$ cat src/rtl/sram_arbiter_pkg.sv
`default_nettype none
// ============================================================================
// Module   : sram_arb_pkg
// Brief    : Shared FSM/grant types and wait-count width for the SRAM arbiter.
// Revision : 1.0
// ============================================================================
package sram_arb_pkg;

  localparam int c_wait_cnt_w = 4;

  typedef enum logic [1:0] {
    ST_IDLE   = 2'd0,
    ST_ACCESS = 2'd1,
    ST_RESP   = 2'd2
  } state_t;

  typedef enum logic [1:0] {
    GNT_NONE = 2'd0,
    GNT_IF   = 2'd1,
    GNT_MEM  = 2'd2
  } gnt_t;

endpackage
`default_nettype wire

$ cat src/rtl/sram_arbiter_wait_counter.sv
`default_nettype none
// ============================================================================
// Module   : wait_counter
// Brief    : Loadable down-counter; done is high while the count is zero.
// Revision : 1.0
// ============================================================================
module wait_counter
  import sram_arb_pkg::*;
(
  input  logic                    clk,
  input  logic                    rst,
  input  logic                    load,
  input  logic [c_wait_cnt_w-1:0] load_val,
  input  logic                    en,
  output logic                    done
);

  logic [c_wait_cnt_w-1:0] r_count;

  always_ff @(posedge clk or negedge rst) begin
    if (!rst) begin
      r_count <= '0;
    end else if (load) begin
      r_count <= load_val;
    end else if (en && (r_count != '0)) begin
      r_count <= r_count - 1'b1;
    end
  end

  assign done = (r_count == '0);

endmodule
`default_nettype wire

$ cat src/rtl/sram_arbiter.sv
`default_nettype none
// ============================================================================
// Module   : sram_arbiter
// Brief    : Shares one SRAM port between instruction fetch and MEM-stage
//            accesses. Define STARVE_GUARD_EN to force a fetch grant after
//            STARVE_LIMIT consecutive data grants made while fetch waits.
// Revision : 1.0
// ============================================================================
module sram_arbiter
  import sram_arb_pkg::*;
#(
  parameter int WAIT_CYCLES  = 4,
  parameter int STARVE_LIMIT = 4
) (
  input  logic        clk,
  input  logic        rst,
  input  logic        if_req,
  input  logic [31:0] if_addr,
  output logic [31:0] if_rdata,
  output logic        if_ready,
  input  logic        mem_r_en,
  input  logic        mem_w_en,
  input  logic [31:0] mem_addr,
  input  logic [31:0] mem_wdata,
  output logic [31:0] mem_rdata,
  output logic        mem_ready,
  output logic        freeze,
  output logic [31:0] sram_addr,
  output logic [31:0] sram_wdata,
  output logic        sram_we,
  output logic        sram_oe,
  input  logic [31:0] sram_rdata
);

  if (WAIT_CYCLES < 1 || WAIT_CYCLES > 15 || STARVE_LIMIT < 1) begin : g_param_check
    $error("sram_arbiter: WAIT_CYCLES must be 1..15 and STARVE_LIMIT >= 1");
  end

  localparam logic [c_wait_cnt_w-1:0] c_wait_load = c_wait_cnt_w'(WAIT_CYCLES - 1);

  state_t      r_state;
  state_t      w_state_nxt;
  gnt_t        r_gnt;
  gnt_t        w_gnt;
  logic        w_mem_req;
  logic        w_force_if;
  logic        w_cnt_load;
  logic        w_cnt_en;
  logic        w_cnt_done;
  logic        w_last;
  logic [31:0] r_if_rdata;
  logic [31:0] r_mem_rdata;
  logic        r_if_ready;
  logic        r_mem_ready;
  logic [31:0] r_sram_addr;
  logic [31:0] r_sram_wdata;
  logic        r_sram_we;
  logic        r_sram_oe;

  assign w_mem_req = mem_r_en | mem_w_en;

`ifdef STARVE_GUARD_EN
  localparam int c_starve_w = $clog2(STARVE_LIMIT + 1);

  logic [c_starve_w-1:0] r_starve_cnt;

  // Never passes STARVE_LIMIT: reaching it with fetch pending forces a fetch grant.
  always_ff @(posedge clk or negedge rst) begin
    if (!rst) begin
      r_starve_cnt <= '0;
    end else if (w_gnt == GNT_IF) begin
      r_starve_cnt <= '0;
    end else if ((w_gnt == GNT_MEM) && if_req) begin
      r_starve_cnt <= r_starve_cnt + 1'b1;
    end
  end

  assign w_force_if = if_req && (r_starve_cnt == c_starve_w'(STARVE_LIMIT));
`else
  assign w_force_if = 1'b0;
`endif

  always_ff @(posedge clk or negedge rst) begin
    if (!rst) begin
      r_state <= ST_IDLE;
    end else begin
      r_state <= w_state_nxt;
    end
  end

  always_comb begin
    w_state_nxt = r_state;
    unique case (r_state)
      ST_IDLE:   if (w_gnt != GNT_NONE) w_state_nxt = ST_ACCESS;
      ST_ACCESS: if (w_cnt_done)        w_state_nxt = ST_RESP;
      ST_RESP:                          w_state_nxt = ST_IDLE;
      default:                          w_state_nxt = ST_IDLE;
    endcase
  end

  always_comb begin
    w_gnt = GNT_NONE;
    if (r_state == ST_IDLE) begin
      if (w_mem_req && !w_force_if) begin
        w_gnt = GNT_MEM;
      end else if (if_req) begin
        w_gnt = GNT_IF;
      end
    end
    w_cnt_load = (w_gnt != GNT_NONE);
    w_cnt_en   = (r_state == ST_ACCESS);
    w_last     = w_cnt_en && w_cnt_done;
  end

  wait_counter u_wait_counter (
    .clk      (clk),
    .rst      (rst),
    .load     (w_cnt_load),
    .load_val (c_wait_load),
    .en       (w_cnt_en),
    .done     (w_cnt_done)
  );

  // Strobes are registered on the grant edge so they cover exactly the ACCESS cycles.
  always_ff @(posedge clk or negedge rst) begin
    if (!rst) begin
      r_gnt        <= GNT_NONE;
      r_sram_addr  <= '0;
      r_sram_wdata <= '0;
      r_sram_we    <= 1'b0;
      r_sram_oe    <= 1'b0;
      r_if_rdata   <= '0;
      r_mem_rdata  <= '0;
      r_if_ready   <= 1'b0;
      r_mem_ready  <= 1'b0;
    end else begin
      r_if_ready  <= 1'b0;
      r_mem_ready <= 1'b0;
      if (w_gnt == GNT_MEM) begin
        r_gnt        <= GNT_MEM;
        r_sram_addr  <= mem_addr;
        r_sram_wdata <= mem_wdata;
        r_sram_we    <= mem_w_en;
        r_sram_oe    <= ~mem_w_en;
      end else if (w_gnt == GNT_IF) begin
        r_gnt        <= GNT_IF;
        r_sram_addr  <= if_addr;
        r_sram_wdata <= '0;
        r_sram_we    <= 1'b0;
        r_sram_oe    <= 1'b1;
      end else if (w_last) begin
        r_sram_we <= 1'b0;
        r_sram_oe <= 1'b0;
        if (r_gnt == GNT_MEM) begin
          r_mem_rdata <= sram_rdata;
          r_mem_ready <= 1'b1;
        end else begin
          r_if_rdata <= sram_rdata;
          r_if_ready <= 1'b1;
        end
      end
    end
  end

  assign if_rdata   = r_if_rdata;
  assign if_ready   = r_if_ready;
  assign mem_rdata  = r_mem_rdata;
  assign mem_ready  = r_mem_ready;
  assign sram_addr  = r_sram_addr;
  assign sram_wdata = r_sram_wdata;
  assign sram_we    = r_sram_we;
  assign sram_oe    = r_sram_oe;
  assign freeze     = w_mem_req & ~r_mem_ready;

endmodule
`default_nettype wire

$ cat config.mk
export PLATFORM = sky130hd
export DESIGN_NAME = sram_arbiter
export DESIGN_NICKNAME = d
export VERILOG_FILES = /design/src/rtl/sram_arbiter_pkg.sv /design/src/rtl/sram_arbiter_wait_counter.sv /design/src/rtl/sram_arbiter.sv
export SDC_FILE = /design/constraint.sdc
export NUM_CORES = 1
export LEC_CHECK = 0
export CORE_MARGIN = 2
export CORE_UTILIZATION = 30
export DETAILED_ROUTE_END_ITERATION = 10
export GPL_ROUTABILITY_DRIVEN = 0
export PLACE_DENSITY = 0.59
export SETUP_SLACK_MARGIN = 0.02
export SLEW_MARGIN = 40
export SYNTH_ARGS = -nofsm -noshare
export SYNTH_HDL_FRONTEND = slang
export SYNTH_SLANG_ARGS = --single-unit
$ cat constraint.sdc
create_clock -name clk -period 3.94 [get_ports clk]
set_clock_uncertainty 0.15 [all_clocks]
set_input_delay 0.394 -clock clk [delete_from_list [all_inputs] [get_ports clk]]
set_output_delay 0.394 -clock clk [all_outputs]
set_load 0.02 [all_outputs]
==> impl_metrics.tcl <==
set metrics [dict create \
    status "finished, final reports clean" \
    dp_slack_ns 0.9052 \
    crit_type "flip-flop to flip-flop" \
    p_leak_nw 4.030 \
    drc 0 \
    areaGrowthSynthToFinish_pct 60.01 \
    drv_cap 0 \
    cp-end-kind "flip-flop" \
    synth_top_cell_area_share 0.5959 \
    synth_warnings 0 \
    finalCritPeriodShare 0.6954 \
    route.vias.total 4481 \
    cts_buffers 17 \
    routed_wl_mm 15.70 \
    grt_pass1_vias 4560 \
    crit_fanout 40 \
    post_cts_resized 0 \
    crit_path_start_kind "flip-flop" \
    yosysTopAreaCell "dfrtp_1" \
    die_w_um 144.0 \
    critPathArrivalTime_ns 2.88 \
    yosysUniqueCellTypes 31 \
    fmax_mhz 365.0 \
    seq_power_share 0.324 \
    grt_max_degree 106 \
    ant_nets 0 \
    antenna_found_initial 0 \
    first_pass_iters 4 \
    peakVddDrop_uv 388.6 \
    rsz0062_at_grt "no" \
    drive_gt1_frac 0.1536 \
    syn_avg_cell_area_sq_um 12.38 \
    routedWlPerCell_um 15.40 \
    syn_area_sq_um 5879 \
    clock_path_buffers 2 \
    min_period_ns 2.740 \
    coreArea_sq_um 19330 \
    synth_area_leaders "dfrtp_1, mux2_4, mux2_2" \
    grt_pass1_wl_mm 24.13 \
    root_buffer "clkbuf_16" \
    clock_sinks 140 \
    p_sw_mw 2.716 \
    clkTransAtPathRegs_ns 0.06 \
    setup_viol 0 \
    io_buffers 265 \
    combPwrFrac 0.465 \
    pwr-share-clk 0.211 \
    drtIter0Drc 209 \
    finalSetupTns_ns 0 \
    grt_use_total 0.1500 \
    dp_hpwl_mm 11.35 \
    swShare 0.3684 \
    hold_viol 0 \
    via_per_inst 4.393 \
    tightestPinTransition_ns 0.6515 \
    rows 51 \
    fin_cells 1020 \
    fin_nets 880 \
    cts_tree "built" \
    n_antenna_cell 0 \
    synth_nets 613 \
    relSlewSlack 0.5619 \
    hold_path_class "input pin to asynchronous set/reset pin" \
    fp.dieH_um 144.0 \
    placed_cells 986 \
    worstSkewPairLatency_ns 0.40 \
    ys_seq_area_frac 0.5959 \
    critPathRequiredTime_ns 4.08 \
    finalWorstSetupSlack_ns 1.200 \
    slew_violations 0 \
    io_pins 266 \
    die_area_sq_um 20730 \
    intPower_mw 4.657 \
    htree_num_levels 4 \
    start_util 0.3041 \
    synthCells 475 \
    power_per_cell_area_nw_per_um2 783.7 \
    grt_overflow_total 0 \
    yosys_register_bits 140 \
    nFillCells 1744 \
]
-- worst paths after layout --
path | startpoint | endpoint | slack (ns) | cells after the start
hold / removal | rst | mem_rdata[27] | 0.32 | 2
setup reg to reg | r_state[1] | mem_rdata[16] | 1.20 | 7
max in group asynchronous | rst | r_gnt[1] | 2.37 | 4
hold reg to reg | r_state[0] | r_state[0] | 0.35 | 1
setup / recovery | r_state[1] | mem_rdata[16] | 1.20 | 7
min in group clk | r_state[0] | r_state[0] | 0.35 | 1
-- layer usage --
layer | wire, um | GRT usage | part of all wire | vias up
met1 | 6750 | 0.1851 | 0.43 | 2138
met3 | 1139 | 0.05166 | 0.073 | 12
met2 | 7659 | 0.2489 | 0.49 | 164
met5 | 0 | 0 | 0 | -
li1 | - | - | - | 2167
met4 | 155 | 0.04541 | 0.0099 | 0
-- what timing repair did --
action	in CTS	in global routing
endpoints found under the setup margin	0	0
hold endpoints to repair	103	0
buffers inserted	0	0
hold buffers	1	0
-- cell usage after synthesis (all sizes together) --
library cell    n
and3            1
a21oi          34
nor3b           1
o21ai          34
a311o           1
or3             1
clkbuf         15
nor2b           1
dfrtp         140
or3b            1
nand2b          1
xnor2           1
ha              5
buf            13
mux2           65
nor3            1
o211ai          1
nor4            1
o31ai           2
nand3          37
nand2           8
inv            37
a31oi           1
nand4           2
clkinv          1
nor2           37
mux2i          33
-- cell families after synthesis --
group | Yosys count | share of synthesized area
xor+xnor | 1 | 0.001490
fa+ha+maj | 5 | 0.01064
mux | 98 | 0.1998
flops | 140 | 0.5959
compound gates | 73 | 0.06469
buf+inv | 66 | 0.05363
simple gates | 92 | 0.07385
-- metrics by stage --
| step | util | power (mW) | instance area [sq um] | hold slack (ns) |
|---|---|---|---|---|
| after detailed placement | 0.4550 | 5.865 | 8797 | 0.3411 |
| after global routing | 0.4866 | 7.824 | 9408 | 0.3182 |
| final | 0.4866 | 7.373 | 9408 | 0.3161 |
| after floorplan | - | 4.186 | 5879 | -0.05159 |
| after global placement | 0.4548 | 5.775 | 8793 | 0.3255 |
| after CTS | 0.4851 | 7.471 | 9380 | 0.3503 |
-- power groups by stage --
stage | Clock (mW) | Combinational [mW] | Sequential (mW)
floorplan | 0 | 1.12 | 3.06
global placement | 0 | 3.39 | 2.38
detailed placement | 0 | 3.46 | 2.40
CTS | 1.61 | 3.47 | 2.39
global route | 1.68 | 3.68 | 2.46
finish | 1.56 | 3.43 | 2.39
-- critical path, stage by stage, from the launching register on --
cell,delay [ns]
dfrtp_1,0.42
nor2_1,0.27
o21ai_0,0.14
buf_4,0.18
ha_4,0.36
or3_2,0.54
buf_12,0.21
mux2_4,0.32
-- placed cells by master, fill, tap and decap left out, types with 2 or more instances in the layout --
cell,Yosys,layout
ha_1,5,3
clkinvlp_4,0,2
nand4_1,2,2
mux2_2,35,35
clkdlybuf4s50_1,0,264
clkinv_4,0,3
nand2_1,7,7
a21oi_1,34,34
clkbuf_16,0,17
buf_4,0,8
mux2_4,30,30
inv_1,37,37
inv_6,0,2
dfrtp_1,140,140
bufinv_16,0,2
nand3_1,37,36
nor2_1,37,37
o21ai_0,34,34
o31ai_1,2,2
mux2i_1,33,33
clkinv_2,0,5
-- cell type report --
class | count | area, sq um | area share
multi-input combinational | 269 | 2082 | 0.2213
inverter | 38 | 142.6 | 0.01516
tap | 265 | 331.6 | 0.03524
clock buffer | 18 | 429.2 | 0.04562
clock inverter | 14 | 143.9 | 0.01529
sequential | 140 | 3503 | 0.3724
timing repair buffer | 276 | 2775 | 0.2950
-- sequential cells by signal, indices dropped and copies added (netlist names) --
signal and count:
mem_ready 1, r_gnt 2, sram_oe 1, if_ready 1
r_state 2, sram_addr 32, u_wait_counter.r_count 4, sram_wdata 32
sram_we 1, mem_rdata 32, if_rdata 32
(Power assumes the default switching activity.)
